==> src/rtl/axi_read_arbiter.sv <==
// Round-robin arbiter sharing one AXI read slave port between two masters, one transaction in flight.
// Optional R-channel idle timeout with SLVERR completion is enabled by defining ARB_TIMEOUT_EN.
module axi_read_arbiter #(
  parameter int BusWidth      = 32,
  parameter int TagBits       = 4,
  parameter int TimeoutCycles = 255
) (
  input  logic                   ACLK,
  input  logic                   ARESET,
  input  logic [2*TagBits-1:0]   M_ARID,
  input  logic [2*BusWidth-1:0]  M_ARADDR,
  input  logic [15:0]            M_ARCTRL,
  input  logic [1:0]             M_ARVALID,
  output logic [1:0]             M_ARREADY,
  output logic [BusWidth-1:0]    M_RDATA,
  output logic [1:0]             M_RRESP,
  output logic                   M_RLAST,
  output logic [1:0]             M_RVALID,
  input  logic [1:0]             M_RREADY,
  output logic [TagBits-1:0]     S_ARID,
  output logic [BusWidth-1:0]    S_ARADDR,
  output logic [3:0]             S_ARLEN,
  output logic [1:0]             S_ARSIZE,
  output logic [1:0]             S_ARBURST,
  output logic                   S_ARVALID,
  input  logic                   S_ARREADY,
  input  logic [TagBits-1:0]     S_RID,
  input  logic [BusWidth-1:0]    S_RDATA,
  input  logic [1:0]             S_RRESP,
  input  logic                   S_RLAST,
  input  logic                   S_RVALID,
  output logic                   S_RREADY,
  output logic [1:0]             GRANT
);

`ifdef ARB_TIMEOUT_EN
  typedef enum logic [1:0] {IDLE, ADDR, DATA, ERR} state_t;
  localparam int CntW = (TimeoutCycles > 255) ? $clog2(TimeoutCycles + 1) : 8;
  logic [CntW-1:0] idle_cnt;
`else
  typedef enum logic [1:0] {IDLE, ADDR, DATA} state_t;
`endif

  if (TimeoutCycles < 1) begin : g_bad_timeout
    $error("TimeoutCycles must be at least 1");
  end

  state_t state;
  logic   ptr;
  logic   win;
  logic   gidx;
  logic   rid_match;
  logic   fwd_last;

  // Priority pointer only breaks ties; a sole requester always wins.
  assign win       = (M_ARVALID == 2'b11) ? ptr : M_ARVALID[1];
  assign gidx      = GRANT[1];
  assign rid_match = (S_RID == S_ARID);
  assign fwd_last  = S_RVALID && rid_match && M_RREADY[gidx] && S_RLAST;

  always_ff @(posedge ACLK or posedge ARESET) begin
    if (ARESET) begin
      state     <= IDLE;
      ptr       <= 1'b0;
      GRANT     <= '0;
      S_ARID    <= '0;
      S_ARADDR  <= '0;
      S_ARLEN   <= '0;
      S_ARSIZE  <= '0;
      S_ARBURST <= '0;
      S_ARVALID <= 1'b0;
`ifdef ARB_TIMEOUT_EN
      idle_cnt  <= '0;
`endif
    end else begin
      case (state)
        IDLE: begin
          if (|M_ARVALID) begin
            S_ARID    <= win ? M_ARID[2*TagBits-1:TagBits]    : M_ARID[TagBits-1:0];
            S_ARADDR  <= win ? M_ARADDR[2*BusWidth-1:BusWidth] : M_ARADDR[BusWidth-1:0];
            S_ARLEN   <= win ? M_ARCTRL[15:12] : M_ARCTRL[7:4];
            S_ARSIZE  <= win ? M_ARCTRL[11:10] : M_ARCTRL[3:2];
            S_ARBURST <= win ? M_ARCTRL[9:8]   : M_ARCTRL[1:0];
            GRANT     <= win ? 2'b10 : 2'b01;
            S_ARVALID <= 1'b1;
            state     <= ADDR;
          end
        end
        ADDR: begin
          if (S_ARREADY) begin
            S_ARVALID <= 1'b0;
            state     <= DATA;
`ifdef ARB_TIMEOUT_EN
            idle_cnt  <= '0;
`endif
          end
        end
        DATA: begin
          if (fwd_last) begin
            GRANT <= '0;
            ptr   <= ~gidx;
            state <= IDLE;
          end
`ifdef ARB_TIMEOUT_EN
          else if (S_RVALID) begin
            idle_cnt <= '0;
          end else if (idle_cnt == CntW'(TimeoutCycles - 1)) begin
            state <= ERR;
          end else begin
            idle_cnt <= idle_cnt + 1'b1;
          end
`endif
        end
`ifdef ARB_TIMEOUT_EN
        ERR: begin
          if (M_RREADY[gidx]) begin
            GRANT <= '0;
            ptr   <= ~gidx;
            state <= IDLE;
          end
        end
`endif
        default: state <= IDLE;
      endcase
    end
  end

  // Reset gates the combinational accept so every master-side output reads 0 while ARESET is high.
  always_comb begin
    M_ARREADY = '0;
    M_RVALID  = '0;
    M_RDATA   = '0;
    M_RRESP   = '0;
    M_RLAST   = 1'b0;
    S_RREADY  = 1'b0;
    case (state)
      IDLE: begin
        if (!ARESET && (|M_ARVALID)) M_ARREADY[win] = 1'b1;
      end
      DATA: begin
        M_RDATA        = S_RDATA;
        M_RRESP        = S_RRESP;
        M_RLAST        = S_RLAST;
        M_RVALID[gidx] = S_RVALID & rid_match;
        S_RREADY       = (S_RVALID & ~rid_match) | M_RREADY[gidx];
      end
`ifdef ARB_TIMEOUT_EN
      ERR: begin
        M_RVALID[gidx] = 1'b1;
        M_RLAST        = 1'b1;
        M_RRESP        = 2'b10;
      end
`endif
      default: ;
    endcase
  end

endmodule

==> config.mk <==
export PLATFORM = sky130hd
export DESIGN_NAME = axi_read_arbiter
export DESIGN_NICKNAME = d
export VERILOG_FILES = /design/src/rtl/axi_read_arbiter.sv
export SDC_FILE = /design/constraint.sdc
export NUM_CORES = 1
export LEC_CHECK = 0
export BUFFER_PORTS_ARGS = -buffer_cell sky130_fd_sc_hd__buf_4
export CORE_AREA = 2 2 87 89
export CTS_CLUSTER_DIAMETER = 100
export DETAILED_ROUTE_END_ITERATION = 10
export DIE_AREA = 0 0 89 91
export GPL_TIMING_DRIVEN = 0
export PLACE_DENSITY = 0.75
export SYNTH_ARGS = -nofsm -noshare
export SYNTH_HDL_FRONTEND = slang
export SYNTH_SLANG_ARGS = --single-unit
==> constraint.sdc <==
create_clock -name ACLK -period 2.2 [get_ports ACLK]
set_input_delay 0.11 -clock ACLK [delete_from_list [all_inputs] [get_ports ACLK]]
set_output_delay 0.11 -clock ACLK [all_outputs]
set_load 0.01 [all_outputs]
==> out/qor.csv, run 1 <==
metric;value;unit
critPathLaunchType;register;
wl_per_cell;14.9;um
final_cell_mix;buf_4, nand2_1, dfrtp_1;
p_sw_frac;0.387;
cts_tree;yes;
ys_seq_area_frac;0.504;
holdWs;0.889;ps
syn-cell-area;2480;um^2
clkTransAtPathRegs;100;ps
power.density;1060;nW/um^2
clk_latency;310;ps
nets;670;
slew_viol_final;0;
synth_ff_type;dfrtp_1;
holdCritStartpoint;M_ARCTRL[3];
dieArea;8100;um^2
worstPathMaxFanout;10;
drv_cap;0;
vias_per_cell;4.71;
end_kind;register;
clock-skew-final;12.4;ps
synthCells;272;
fin_area;4730;um^2
pre_cts_slack;242;ps
htreeDepth;2;
wirelength;9480;um
drt_iter0_drc;111;
timing.final.crit_share;0.905;
cts_buffers;5;
worstHoldPathType;input pin to register;
finalWorstSetupSlack;209;ps
clock-root-buffer;clkbuf_8;
whs_endpoint;S_ARSIZE[1];
reg2reg_depth;5;
pin_count;222;
num-fill-cells;581;
multiInputGateArea;1130;um^2
timing.fmax;0.502;GHz
track_usage;0.230;
layout-drive-gt1-share;0.470;
layout_min_cycle_time;1990;ps
status;complete, no violations;
finalSetupViolCount;0;
drc;0;
ys_types;27;
rows;31;
dpl.cell_count;593;
async_flop_share;1.00;
grt-ovfl-total;0;
start_util;0.348;
peakVddDrop;0.519;mV
r2r_end;S_ARLEN[1];
grt_max_degree;35;
yosys_warnings;0;
hold_depth;3;
p_clk_frac;0.115;
finalNonFillerCells;635;
yosysTopAreaCell;dfrtp_1;
syn_avg_cell_area;9.13;um^2
utilization;0.663;
ff2ff_setup_slack;210;ps
tightest_slew;688;ps
layout_commonest_cell;buf_4;
placed_area;4290;um^2
core-area;7140;um^2
power;5.04;mW
syn-num-nets;407;
grt_pass1_vias;3095;
finalHoldViolations;0;
switchingPower;1.95;mW
reg2reg_from;state[1];
drt.antenna.violating_nets;0;
timing.setup.tns;0;ps
io_buffers;221;
vias;2992;
p_comb_frac;0.554;
clock_path_buffers;2;
synthTopCellsByArea;dfrtp_1, nand2_1, a22oi_1, and2_1, buf_2;
syn2layout_area_growth;90.6;%
grt_first_pass_wirelength;14700;um
crit_type;register to register;
fp.dieW;89;um
seqPwrFrac;0.330;
cp_data_arrival_time;2230;ps
dp_hpwl;7070;um
intPower;3.09;mW
yosysTopAreaCellShare;0.504;
antenna_found_initial;0;
synth_edf_count;0;
ys_ff_latch;50;
cts.sinks;50;
gp_congestion;0.765;
drtPass1Iterations;4;
die_height;91;um
antennaDiodeCount;0;
p_leak;2.52;nW
ff_latch_area;1250;um^2
max_slew_margin;0.539;
required;2440;ps
rsz0062_at_grt;no;
area by class of cell:
class,count,share of cell area
timing repair buffer,256,0.427
sequential,50,0.264
multi-input combinational,201,0.238
tap,99,0.0262
buffer,16,0.0198
clock buffer,6,0.0174
inverter,5,0.00396
clock inverter,2,0.00370
power by group through the flow:
| stage | combinational [mW] | clock (mW) | sequential (mW) |
|---|---|---|---|
| finish | 2.79 | 0.581 | 1.66 |
| global route | 3.06 | 0.634 | 1.72 |
| CTS | 2.81 | 0.595 | 1.66 |
| detailed placement | 2.76 | 0 | 1.67 |
| global placement | 2.70 | 0 | 1.64 |
| floorplan | 1.20 | 0 | 1.83 |
registers in the layout, summed over array words and instances (netlist names):
signal	flops
S_ARID	4
state	2
S_ARLEN	4
S_ARBURST	2
ptr	1
GRANT	2
S_ARVALID	1
S_ARSIZE	2
S_ARADDR	32
metal layers:
metal	wire, um	track usage	vias up	part of all wire
met2	4860	0.401	129	0.51
met3	678	0.0527	16	0.072
met5	0	0	-	0
met4	181	0.0684	0	0.019
met1	3760	0.278	1403	0.40
li1	-	-	1444	-
cell usage after synthesis, types with 2 or more instances:
master and n:
inv_1 5, xnor2_1 4, a22oi_1 44, buf_6 3, dfrtp_1 50, nor2_1 3
nor3_1 3, o21ai_0 2, nor2b_1 2, buf_2 9, a31o_2 2, nand2_1 91
and2_1 36, a21oi_1 2, clkbuf_1 4
timing repair:
item | 4_1_cts | 5_1_grt
hold buffers | 33 | 1
hold endpoints to repair | 49 | 1
resized for setup | 0 | 1
buffers inserted | 0 | 0
endpoints found under the setup margin | 0 | 1
worst max-delay path: stages (launching register included):
cell	delay [ps]
dfrtp_1	430
or2_0	340
nor3_2	610
buf_2	360
a22oi_1	100
nand2_1	90
cells by family (layout without fill, tap and decap cells):
kind of cell | Yosys count | in the layout | synth area share
compound gates | 52 | 52 | 0.156
simple gates | 143 | 143 | 0.271
buf+inv | 21 | 285 | 0.0453
flops | 50 | 50 | 0.504
mux | 2 | 2 | 0.0101
xor+xnor | 4 | 4 | 0.0141
worst max path at each step:
stage / startpoint / endpoint / slack, ps / depth (start not counted)
2_1_floorplan: S_ARID[2] / ptr / 450 / 4
3_3_place_gp: ARESET / M_ARREADY[0] / -30 / 4
3_5_place_dp: state[1] / S_ARLEN[1] / 240 / 5
4_1_cts: state[1] / M_ARREADY[0] / 60 / 4
5_1_grt: state[1] / M_RDATA[30] / 50 / 4
6_report: state[1] / S_ARLEN[1] / 210 / 5
Note: power is estimated with default switching activity, not from simulation.
==> run 2: changes to the inputs <==
CELL_PAD_IN_SITES_DETAIL_PLACEMENT = 0   (was unset)
CELL_PAD_IN_SITES_GLOBAL_PLACEMENT = 1   (was unset)
CORE_AREA = unset   (was 2 2 87 89)
CORE_ASPECT_RATIO = 1.75   (was unset)
CORE_UTILIZATION = 25   (was unset)
DIE_AREA = unset   (was 0 0 89 91)
GPL_ROUTABILITY_DRIVEN = 0   (was unset)
PLACE_DENSITY = 0.8   (was 0.75)
==> out/qor.csv, run 2 (synthesized netlist as in run 1, its figures left out) <==
metric;value;unit
cp_slowest_cell;or4_4;
clock_path_buffers;2;
cts_buffers;5;
post_cts_buffers;0;
grt_pass1_vias;3048;
largest_register_ffs;32;
status;complete, no violations;
nets;638;
rsz0062_at_grt;no;
drt_iter0_drc;83;
tightest_slew;661;ps
cts_tree;yes;
cp_data_arrival_time;2180;ps
slew_viol_final;0;
finalHoldViolations;0;
critPathLaunchType;register;
crit_family;simple AND/OR/NAND/NOR gates;
start_util;0.261;
layout_min_cycle_time;2010;ps
antenna_found_initial;0;
fp.dieW;77.3;um
power.density;1150;nW/um^2
timing.setup.tns;0;ps
dpl.cell_count;616;
clkTransAtPathRegs;70;ps
num-fill-cells;977;
required;2370;ps
cts.sinks;50;
peakVddDrop;0.454;mV
cp.depth;4;
syn2layout_area_growth;80.5;%
max_slew_margin;0.557;
cp_cell_sequence;xnor2_1 -> nand4_2 -> or4_4 -> mux2_4;
antennaDiodeCount;0;
drc;0;
pre_cts_slack;194;ps
holdWs;7.74;ps
clk_latency;290;ps
crit_type;register to register;
reg2reg_depth;4;
reg_top3;S_ARADDR x32, S_ARID x4, S_ARLEN x4;
wirelength;9490;um
wl_per_cell;15.2;um
timing.fmax;0.498;GHz
drv_cap;0;
dp_hpwl;7890;um
ff_latch_area;1250;um^2
worstHoldPathType;input pin to register;
top_register;S_ARADDR;
fin_area;4480;um^2
clock-skew-final;6.02;ps
layout-drive-gt1-share;0.499;
htreeDepth;2;
vias_per_cell;4.67;
finalNonFillerCells;625;
track_usage;0.184;
placed_area;4320;um^2
worstPathMaxFanout;5;
grt_first_pass_wirelength;14500;um
drt.antenna.violating_nets;0;
dieArea;10400;um^2
utilization;0.470;
critPathMaxStageDelay;620;ps
finalWorstSetupSlack;193;ps
p_leak;2.41;nW
core-area;9530;um^2
multiInputGateArea;1130;um^2
layout_commonest_cell;buf_4;
end_kind;register;
vias;2920;
pin_count;222;
grt_max_degree;33;
power;5.17;mW
clock-root-buffer;clkbuf_16;
rows;47;
drtPass1Iterations;6;
die_height;134;um
grt-ovfl-total;0;
crit_buf_inv;0;
io_buffers;221;
finalSetupViolCount;0;
hold_depth;3;
timing.final.crit_share;0.912;
final_cell_mix;buf_4, nand2_1, dfrtp_1;
## run 2: changes by cell type in the layout (fill, tap and decap cells not counted), sizes merged
cell	change
clkbuf	-1
clkinv	-1
dlygate4sd3	-32
inv	+1
## run 2: per-layer routing
metal | track usage | wire [um]
met1 | 0.166 | 2970
met2 | 0.364 | 5210
met3 | 0.0429 | 865
met4 | 0.102 | 441
met5 | 0 | 0
## run 2: final cells by class
class,count,share of cell area
tap,122,0.0341
inverter,5,0.00419
clock inverter,2,0.00307
timing repair buffer,224,0.379
multi-input combinational,201,0.252
clock buffer,5,0.0279
sequential,50,0.279
buffer,16,0.0209
## run 2: path summary, 6_finish.rpt
check | startpoint | to | slack, ps
hold reg to reg | S_ARADDR[14] | S_ARADDR[14] | 510
min in group asynchronous | ARESET | S_ARLEN[2] | 400
setup reg to reg | S_ARID[3] | ptr | 190
max in group asynchronous | ARESET | S_ARADDR[7] | 1270
setup / recovery | S_ARID[3] | ptr | 190
hold / removal | M_ARCTRL[3] | S_ARSIZE[1] | 8
## run 2: worst reg2reg max path: stages (launching register included)
cell and delay [ps]:
dfrtp_1 410, xnor2_1 320, nand4_2 230, or4_4 630, mux2_4 310
## run 2: timing repair
item | in CTS | in global routing
endpoints found under the setup margin | 0 | 3
hold endpoints to repair | 20 | 0
gates resized for setup | 0 | 1
hold buffers | 2 | 0
## run 2: report_power, final
part	internal (mW)	switching (mW)	total, mW
Sequential	1.37	0.296	1.66
Combinational	1.43	1.33	2.75
Clock	0.417	0.332	0.750
Total	3.21	1.96	5.17
==> run 3: changes to the inputs <==
CORE_ASPECT_RATIO = 1.4   (was 1.75)
CORE_UTILIZATION = 26   (was 25)
CTS_BUF_LIST = sky130_fd_sc_hd__clkbuf_4   (was unset)
PLACE_DENSITY = 0.83   (was 0.8)
==> out/qor.csv, run 3 (synthesized netlist as in run 1, its figures left out) <==
metric;value;unit
antennaDiodeCount;0;
drt_iter0_drc;121;
worstPathMaxFanout;10;
grt_pass1_vias;3438;
layout_min_cycle_time;2060;ps
tightest_slew;806;ps
timing.fmax;0.486;GHz
drt.antenna.violating_nets;0;
reg2reg_from;state[1];
drv_cap;0;
p_leak;2.75;nW
power.density;981;nW/um^2
ff2ff_setup_slack;140;ps
vias_per_cell;4.65;
dp_hpwl;7890;um
drtPass1Iterations;8;
grt_first_pass_wirelength;17400;um
required;2520;ps
pre_cts_slack;95.3;ps
io_buffers;221;
cts.sinks;50;
layout-drive-gt1-share;0.427;
core-area;9130;um^2
holdCritStartpoint;M_ARVALID[1];
start_util;0.272;
end_kind;register;
largest_register_ffs;32;
timing.setup.tns;0;ps
clock-skew-final;29.7;ps
violations;design-rule violations;
worstHoldPathType;input pin to register;
clkTransAtPathRegs;180;ps
final_cell_mix;buf_4, nand2_1, dlygate4sd3_1;
placed_area;4300;um^2
whs_endpoint;S_ARID[1];
drc;11;
peakVddDrop;0.472;mV
num-fill-cells;788;
vias;3252;
track_usage;0.230;
clk_latency;400;ps
post_cts_buffers;0;
r2r_end;S_ARADDR[1];
max_slew_margin;0.459;
finalWorstSetupSlack;141;ps
pin_count;222;
nets;726;
timing.final.crit_share;0.936;
hold_depth;4;
syn2layout_area_growth;113;%
utilization;0.580;
cts_buffers;5;
wl_per_cell;16.1;um
layout_commonest_cell;buf_4;
fp.dieW;84.6;um
crit_type;register to register;
cts_tree;yes;
critPathLaunchType;register;
wirelength;11200;um
dieArea;9950;um^2
reg2reg_depth;5;
grt_max_degree;29;
rows;41;
reg_top3;S_ARADDR x32, S_ARID x4, S_ARLEN x4;
slew_viol_final;0;
clock-root-buffer;clkbuf_4;
die_height;118;um
rsz0062_at_grt;yes;
cp_data_arrival_time;2380;ps
clock_path_buffers;2;
fin_area;5290;um^2
htreeDepth;2;
status;complete, but fails checks;
finalHoldViolations;0;
antenna_found_initial;0;
grt-ovfl-total;0;
top_register;S_ARADDR;
finalSetupViolCount;0;
-- run 3: critical path, cell delays in order, from the launching register on --
cell and delay, ps:
dfrtp_1 440, or2_1 320, nor3_2 680, buf_2 360
a22oi_1 90, nand2_1 100
-- run 3: stage by stage --
step	hold slack [ps]	total power [mW]	instances
6_report	53.1	5.19	699
5_1_grt	60.5	5.59	699
4_1_cts	66.2	5.20	699
3_5_place_dp	196	4.48	601
3_3_place_gp	300	4.42	600
2_1_floorplan	215	3.03	272
-- run 3: where the power goes --
part	switching [mW]	total (mW)	internal [mW]
Sequential	0.319	1.68	1.36
Clock	0.325	0.571	0.246
Combinational	1.41	2.94	1.53
-- run 3: metal layers --
metal	track usage	up-vias	wire, um
met5	0	-	0
met4	0.0879	0	385
met3	0.0554	26	791
met2	0.457	167	6340
li1	-	1551	-
met1	0.220	1508	3720
-- run 3: cell type report --
type                       instances  area [um^2]  share of cell area
timing repair buffer             312         2580               0.487
sequential                        50         1250               0.236
clock buffer                       5         37.5             0.00709
inverter                           5         18.8             0.00355
buffer                            16         93.8              0.0177
tap                              107          134              0.0253
multi-input combinational        201         1130               0.213
clock inverter                     3         47.5             0.00898
-- run 3: worst max-delay path by stage --
stage / from / endpoint / slack, ps / depth (start not counted)
6_report: state[1] / S_ARADDR[1] / 140 / 5
3_5_place_dp: state[1] / S_ARADDR[0] / 100 / 5
3_3_place_gp: ARESET / M_ARREADY[0] / -60 / 4
2_1_floorplan: S_ARID[2] / ptr / 450 / 4
5_1_grt: state[1] / S_ARADDR[18] / -10 / 5
4_1_cts: state[1] / M_ARREADY[0] / 10 / 4
-- run 3: timing repair --
item	4_1_cts	5_1_grt
endpoints found under the setup margin	1	44
pin swaps	0	0
hold buffers	90	0
cloned	0	0
endpoints found under the hold margin	67	0
gates resized for setup	1	2
